<file path="config.mk">
export PLATFORM = sky130hd
export DESIGN_NAME = mem_wb_stage
export DESIGN_NICKNAME = d
export VERILOG_FILES = /design/src/rtl/proc_pkg.sv /design/src/rtl/mem_wb_stage_wb_select.sv /design/src/rtl/mem_wb_stage.sv
export SDC_FILE = /design/constraint.sdc
export NUM_CORES = 1
export LEC_CHECK = 0
export CORE_MARGIN = 3
export CORE_UTILIZATION = 40
export DETAILED_ROUTE_END_ITERATION = 16
export GPL_ROUTABILITY_DRIVEN = 0
export GPL_TIMING_DRIVEN = 0
export PLACE_DENSITY = 0.72
export SLEW_MARGIN = 15
export SYNTH_ARGS = -nofsm -noshare
export SYNTH_HDL_FRONTEND = slang
export SYNTH_HIERARCHICAL = 1
export SYNTH_SLANG_ARGS = --single-unit
</file>
<file path="constraint.sdc">
create_clock -name clk -period 4.5 [get_ports clk]
set_clock_uncertainty 0.2 [all_clocks]
set_input_delay 1.125 -clock clk [delete_from_list [all_inputs] [get_ports clk]]
set_output_delay 1.125 -clock clk [all_outputs]
set_load 0.005 [all_outputs]
</file>
<file path="src/rtl/proc_pkg.sv">
// Shared processor definitions: control-word layout carried down the pipeline.
package proc_pkg;

    localparam int CTRL_W = 10;

    localparam int CTRL_SALTOINCOND = 9;
    localparam int CTRL_REGDEST     = 8;
    localparam int CTRL_FUENTEALU   = 7;
    localparam int CTRL_MEMAREG     = 6;
    localparam int CTRL_ESCRMEM     = 5;
    localparam int CTRL_LEERMEM     = 4;
    localparam int CTRL_ESCRREG     = 3;
    localparam int CTRL_SALTOCOND   = 2;
    localparam int CTRL_ALUOP_LSB   = 0;

    typedef logic [CTRL_W-1:0] ctrl_word_t;

endpackage

</file>
<file path="src/rtl/mem_wb_stage_wb_select.sv">
// Write-back data mux and register-file write qualification (register 0 is never written).
module wb_select #(
    parameter int DATA_W = 32,
    parameter int REG_AW = 5
) (
    input  logic              mema_reg_i,
    input  logic              escr_reg_i,
    input  logic              valid_i,
    input  logic [REG_AW-1:0] dest_i,
    input  logic [DATA_W-1:0] alu_result_i,
    input  logic [DATA_W-1:0] mem_rdata_i,
    output logic [DATA_W-1:0] wb_data_o,
    output logic              wb_we_o
);

    assign wb_data_o = mema_reg_i ? mem_rdata_i : alu_result_i;
    assign wb_we_o   = valid_i & escr_reg_i & (dest_i != '0);

endmodule

</file>
<file path="src/rtl/mem_wb_stage.sv">
// MEM/WB pipeline register with stall/flush control and a retired-writer counter.
module mem_wb_stage
    import proc_pkg::*;
#(
    parameter int DATA_W = 32,
    parameter int REG_AW = 5,
    parameter int CNT_W  = 32
) (
    input  logic              clk,
    input  logic              reset,
    input  logic              stall,
    input  logic              flush,
    input  logic              in_valid,
    input  ctrl_word_t        Control,
    input  logic [DATA_W-1:0] alu_result,
    input  logic [DATA_W-1:0] mem_rdata,
    input  logic [REG_AW-1:0] dest_reg,
    output logic              MemaReg,
    output logic              EscrReg,
    output logic              wb_valid,
    output logic [REG_AW-1:0] wb_dest,
    output logic [DATA_W-1:0] wb_data,
    output logic              wb_we,
    output logic [CNT_W-1:0]  retired_cnt
);

    logic              valid_q, valid_d;
    logic              mema_q, mema_d;
    logic              escr_q, escr_d;
    logic [REG_AW-1:0] dest_q, dest_d;
    logic [DATA_W-1:0] alu_q, alu_d;
    logic [DATA_W-1:0] mem_q, mem_d;
    logic [CNT_W-1:0]  cnt_q, cnt_d;
    logic              we;
    logic              retire;

    // The held instruction leaves on a flush or a normal advance, never under a plain stall.
    assign retire = we & (flush | ~stall);

    always_comb begin
        valid_d = valid_q;
        mema_d  = mema_q;
        escr_d  = escr_q;
        dest_d  = dest_q;
        alu_d   = alu_q;
        mem_d   = mem_q;
        cnt_d   = retire ? cnt_q + CNT_W'(1) : cnt_q;
        if (flush) begin
            valid_d = 1'b0;
            mema_d  = 1'b0;
            escr_d  = 1'b0;
        end else if (!stall) begin
            valid_d = in_valid;
            mema_d  = Control[CTRL_MEMAREG] & in_valid;
            escr_d  = Control[CTRL_ESCRREG] & in_valid;
            dest_d  = dest_reg;
            alu_d   = alu_result;
            mem_d   = mem_rdata;
        end
    end

    always_ff @(posedge clk or posedge reset) begin
        if (reset) begin
            valid_q <= 1'b0;
            mema_q  <= 1'b0;
            escr_q  <= 1'b0;
            dest_q  <= '0;
            alu_q   <= '0;
            mem_q   <= '0;
            cnt_q   <= '0;
        end else begin
            valid_q <= valid_d;
            mema_q  <= mema_d;
            escr_q  <= escr_d;
            dest_q  <= dest_d;
            alu_q   <= alu_d;
            mem_q   <= mem_d;
            cnt_q   <= cnt_d;
        end
    end

    wb_select #(
        .DATA_W(DATA_W),
        .REG_AW(REG_AW)
    ) u_wb_select (
        .mema_reg_i  (mema_q),
        .escr_reg_i  (escr_q),
        .valid_i     (valid_q),
        .dest_i      (dest_q),
        .alu_result_i(alu_q),
        .mem_rdata_i (mem_q),
        .wb_data_o   (wb_data),
        .wb_we_o     (we)
    );

    assign MemaReg     = mema_q;
    assign EscrReg     = escr_q;
    assign wb_valid    = valid_q;
    assign wb_dest     = dest_q;
    assign wb_we       = we;
    assign retired_cnt = cnt_q;

endmodule
</file>
==> impl_results.html <==
<table>
<tr><th>Metric</th><th>Value</th></tr>
<tr><th colspan="2">Clock network</th></tr>
<tr><td>Clk_lat worst skew</td><td>0.33 ns</td></tr>
<tr><td>Deepest level of the CTS H-tree</td><td>3</td></tr>
<tr><td>Clock tree from TritonCTS</td><td>yes</td></tr>
<tr><td>Post-cts resize count</td><td>0</td></tr>
<tr><td>Clock tree buffer depth</td><td>2</td></tr>
<tr><td>Number of sinks driven by the clock tree</td><td>104</td></tr>
<tr><td>Buffer cell driving the clock tree root</td><td>sky130_fd_sc_hd__clkbuf_16</td></tr>
<tr><td>Reg clk slew, reported paths</td><td>0.07 ns</td></tr>
<tr><td>Number of buffers inserted for hold repair after clock tree synthesis</td><td>0</td></tr>
<tr><td>TritonCTS Buffers</td><td>9</td></tr>
<tr><td>Number of buffers inserted by post-CTS setup repair</td><td>0</td></tr>
<tr><th colspan="2">Global routing</th></tr>
<tr><td>Vias in the first global route</td><td>3,403</td></tr>
<tr><td>Residual overflow from global routing</td><td>0</td></tr>
<tr><td>Global-route usage over all layers</td><td>16.9%</td></tr>
<tr><td>First-pass GRT wire length</td><td>17,300 µm</td></tr>
<tr><td>Initial antenna violation count</td><td>0</td></tr>
<tr><td>Pin count of the biggest net entering global routing</td><td>60</td></tr>
<tr><th colspan="2">Pwr</th></tr>
<tr><td>Internal power</td><td>about 1700 µW</td></tr>
<tr><td>Power per cell area</td><td>between 300 and 400 nW/µm²</td></tr>
<tr><td>Psw</td><td>506 µW</td></tr>
<tr><td>Combinational cell fraction of total power</td><td>~18%</td></tr>
<tr><td>Power share of the clock group</td><td>around 32%</td></tr>
<tr><td>Switching fraction of total power</td><td>23.1%</td></tr>
<tr><td>Flop pwr share</td><td>49.3%</td></tr>
<tr><td>Leakage power total</td><td>0.00277 µW</td></tr>
<tr><td>Largest vdd supply drop</td><td>0.223 mV</td></tr>
<tr><th colspan="2">Critical path</th></tr>
<tr><td>Reg2reg end</td><td>retired_cnt[28]</td></tr>
<tr><td>Required time of the worst setup path</td><td>~3.2 ns</td></tr>
<tr><td>Largest fanout on the critical path</td><td>4</td></tr>
<tr><td>Startpoint of the worst setup timing path</td><td>wb_dest[1]</td></tr>
<tr><td>Startpoint types</td><td>flop</td></tr>
<tr><td>Number of cells on the worst reg-to-reg path</td><td>7</td></tr>
<tr><td>WP data arrival</td><td>1.98 ns</td></tr>
<tr><td>Path type of the worst setup path</td><td>flop to output pin</td></tr>
<tr><td>Register-to-register setup slack</td><td>2.21 ns</td></tr>
<tr><td>Launch point of the worst reg-to-reg path</td><td>wb_dest[1]</td></tr>
<tr><td>Setup crit end kind</td><td>output pin</td></tr>
<tr><th colspan="2">Worst hold path</th></tr>
<tr><td>Hold Path Origin</td><td>retired_cnt[31]</td></tr>
<tr><td>Worst Hold Path Cells</td><td>1</td></tr>
<tr><td>Kind of path behind the tightest hold check</td><td>flop to flop</td></tr>
<tr><td>Destination of the worst hold path</td><td>retired_cnt[31]</td></tr>
<tr><th colspan="2">Routing</th></tr>
<tr><td>DRT iter0 DRCs</td><td>131</td></tr>
<tr><td>Drc violations</td><td>0</td></tr>
<tr><td>Routed wire length</td><td>10,300 µm</td></tr>
<tr><td>Detailed-routing iteration count for the pre-antenna-repair pass</td><td>4</td></tr>
<tr><td>Number of vias in the routed layout</td><td>3,099</td></tr>
<tr><td>Routed wirelength normalized by instance count</td><td>16.3 µm</td></tr>
<tr><td>Count of nets left with antenna violations after detail routing</td><td>0</td></tr>
<tr><td>Via-to-Cell Ratio</td><td>4.89</td></tr>
<tr><th colspan="2">Floorplan</th></tr>
<tr><td>Num ports</td><td>157</td></tr>
<tr><td>Placeable core region</td><td>11,000 µm²</td></tr>
<tr><td>Std cell rows</td><td>38</td></tr>
<tr><td>Die Area</td><td>12,700 µm²</td></tr>
<tr><td>Vertical die dimension</td><td>roughly 110 µm</td></tr>
<tr><td>Initial standard-cell utilization of the core</td><td>41.6%</td></tr>
<tr><td>Die span in x</td><td>113 µm</td></tr>
<tr><th colspan="2">Yosys</th></tr>
<tr><td>Warnings from Yosys</td><td>6</td></tr>
<tr><td>Prevailing post-synth register cell</td><td>sky130_fd_sc_hd__dfrtp_1</td></tr>
<tr><td>Async set or reset register ratio after synthesis</td><td>100%</td></tr>
<tr><td>Number of enable-type register cells in the synthesized netlist</td><td>0</td></tr>
<tr><td>Leading area contributor after synthesis</td><td>sky130_fd_sc_hd__dfrtp_1</td></tr>
<tr><td>Synthesized instance count</td><td>329</td></tr>
<tr><td>Average footprint of a synthesized cell</td><td>13.9 µm²</td></tr>
<tr><td>Fraction of the yosys area taken by sequential cells</td><td>57.0%</td></tr>
<tr><td>Summed instance area of the synthesized netlist</td><td>~4600 µm²</td></tr>
<tr><td>Top-area cell type share of the netlist area</td><td>57.0%</td></tr>
<tr><td>Most common cell in the synthesized netlist</td><td>sky130_fd_sc_hd__dfrtp_1</td></tr>
<tr><td>Number of unique standard cell types used by synthesis</td><td>34</td></tr>
<tr><td>Syn nets</td><td>414</td></tr>
<tr><td>Top cells by count, synth</td><td>104 x sky130_fd_sc_hd__dfrtp_1, 100 x sky130_fd_sc_hd__mux2_2, 16 x sky130_fd_sc_hd__xor2_1</td></tr>
<tr><td>Synth area leaders</td><td>sky130_fd_sc_hd__dfrtp_1 57%, sky130_fd_sc_hd__mux2_2 25%, sky130_fd_sc_hd__xor2_1 3.1%</td></tr>
<tr><td>FF+latch count, synth</td><td>104</td></tr>
<tr><th colspan="2">Timing</th></tr>
<tr><td>Shortest clock period the worst path allows after layout</td><td>3.31 ns</td></tr>
<tr><td>Final Hold Vio Count</td><td>0</td></tr>
<tr><td>Share of the clock period used by the worst path</td><td>73.4%</td></tr>
<tr><td>Fmax</td><td>~0.30 GHz</td></tr>
<tr><td>Worst slew pin tran</td><td>0.441 ns</td></tr>
<tr><td>Slew HR</td><td>70.6%</td></tr>
<tr><td>Final setup fails</td><td>0</td></tr>
<tr><td>Max-slew violations</td><td>0</td></tr>
<tr><td>RSZ-0062 raised after global routing</td><td>false</td></tr>
<tr><th colspan="2">Place</th></tr>
<tr><td>Instance area at placement</td><td>6250 µm²</td></tr>
<tr><td>Count of buffers from port buffering</td><td>148</td></tr>
<tr><td>HPWL after detailed placement</td><td>7530 µm</td></tr>
<tr><th colspan="2">Final layout</th></tr>
<tr><td>Synthesis-to-finish area growth</td><td>42.9%</td></tr>
<tr><td>Number of inserted diodes</td><td>0</td></tr>
<tr><td>Finished layout cell area</td><td>6520 µm²</td></tr>
<tr><td>Fraction of final layout cells sized beyond drive strength 1</td><td>27.5%</td></tr>
<tr><td>Final core utilization</td><td>roughly three fifths</td></tr>
<tr><td>Number of nets in the layout</td><td>574</td></tr>
<tr><th colspan="2">Status</th></tr>
<tr><td>Run status</td><td>completed</td></tr>
<tr><th colspan="2">Flow run</th></tr>
<tr><td>Number of violations of the max-capacitance limit</td><td>0</td></tr>
</table>
-- flip-flops by register name (all words and copies together) (netlist names) --
| signal | cells |
|---|---|
| EscrReg | 1 |
| MemaReg | 1 |
| alu_q | 32 |
| wb_valid | 1 |
| retired_cnt | 32 |
| wb_dest | 5 |
| mem_q | 32 |
-- layout by cell type, fill, tap and decap left out, drive strengths merged, types with 3 or more instances in the layout --
cell	n
and3	4
buf	11
clkbuf	15
clkdlybuf4s50	148
clkinvlp	3
dfrtp	104
mux2	102
nand2	15
nand3	11
nand4	9
nor2	16
nor3	6
xnor2	15
xor2	16
-- logic make-up (layout without fill, tap and decap cells) --
group,Yosys count,after routing,share of synthesized area [%]
simple gates,72,72,8.85
flops,104,104,57.0
xor+xnor,31,31,5.95
compound gates,4,4,0.658
mux,102,102,25.2
buf+inv,15,180,2.11
fa+ha+maj,1,1,0.274
-- per-stage QoR --
step	TNS [ns]	total power, µW	hold slack, ns	worst slack, ns	instances
after CTS	0	2230	0.285	1.17	634
final	0	2200	0.277	1.19	634
after floorplan	0	1270	0.268	0.443	329
after global placement	-115.27	1490	0.262	-1.11	617
after global routing	0	2310	0.317	1.13	634
after detailed placement	0	1510	0.271	1.09	618
-- worst max-delay path, cell delays in order (launching register included) --
cell and delay, ns:
sky130_fd_sc_hd__dfrtp_1 0.41, sky130_fd_sc_hd__or3_1 0.41, sky130_fd_sc_hd__o311a_1 0.36, sky130_fd_sc_hd__clkdlybuf4s50_1 0.47
-- layer usage --
metal | vias up | global-route usage [%] | routed length [µm] | share of wire [%]
met5 | - | 0 | 0 | 0
met4 | 0 | 4.57 | 147 | 1.4
met3 | 14 | 4.60 | 677 | 6.5
met2 | 101 | 27.3 | 4860 | 47
met1 | 1515 | 22.6 | 4660 | 45
li1 | 1469 | - | - | -
-- layout make-up --
cell class | instances | area [µm²]
sequential | 104 | 2600
inverter | 2 | 12.5
multi-input combinational | 210 | 1870
fill | 931 | 4460
clock inverter | 4 | 31.3
clock buffer | 12 | 236
timing repair buffer | 149 | 1510
tap | 140 | 175
buffer | 13 | 88.8
-- power groups by stage --
| stage | Combinational, µW | Sequential [µW] | Clock [µW] |
|---|---|---|---|
| 3_3_place_gp | 397 | 1090 | 0 |
| 2_1_floorplan | 183 | 1090 | 0 |
| 6_report | 401 | 1080 | 712 |
| 5_1_grt | 438 | 1100 | 774 |
| 3_5_place_dp | 407 | 1100 | 0 |
| 4_1_cts | 410 | 1080 | 733 |
-- worst max-delay path by stage --
stage | to | slack, ns | cells after the start
detailed placement | mem_q[0] | 1.09 | 5
global route | wb_data[14] | 1.13 | 4
global placement | alu_q[3] | -1.11 | 2
CTS | wb_data[14] | 1.17 | 4
finish | wb_we | 1.19 | 3
floorplan | EscrReg | 0.44 | 1
Power figures use the tool's default switching activity.
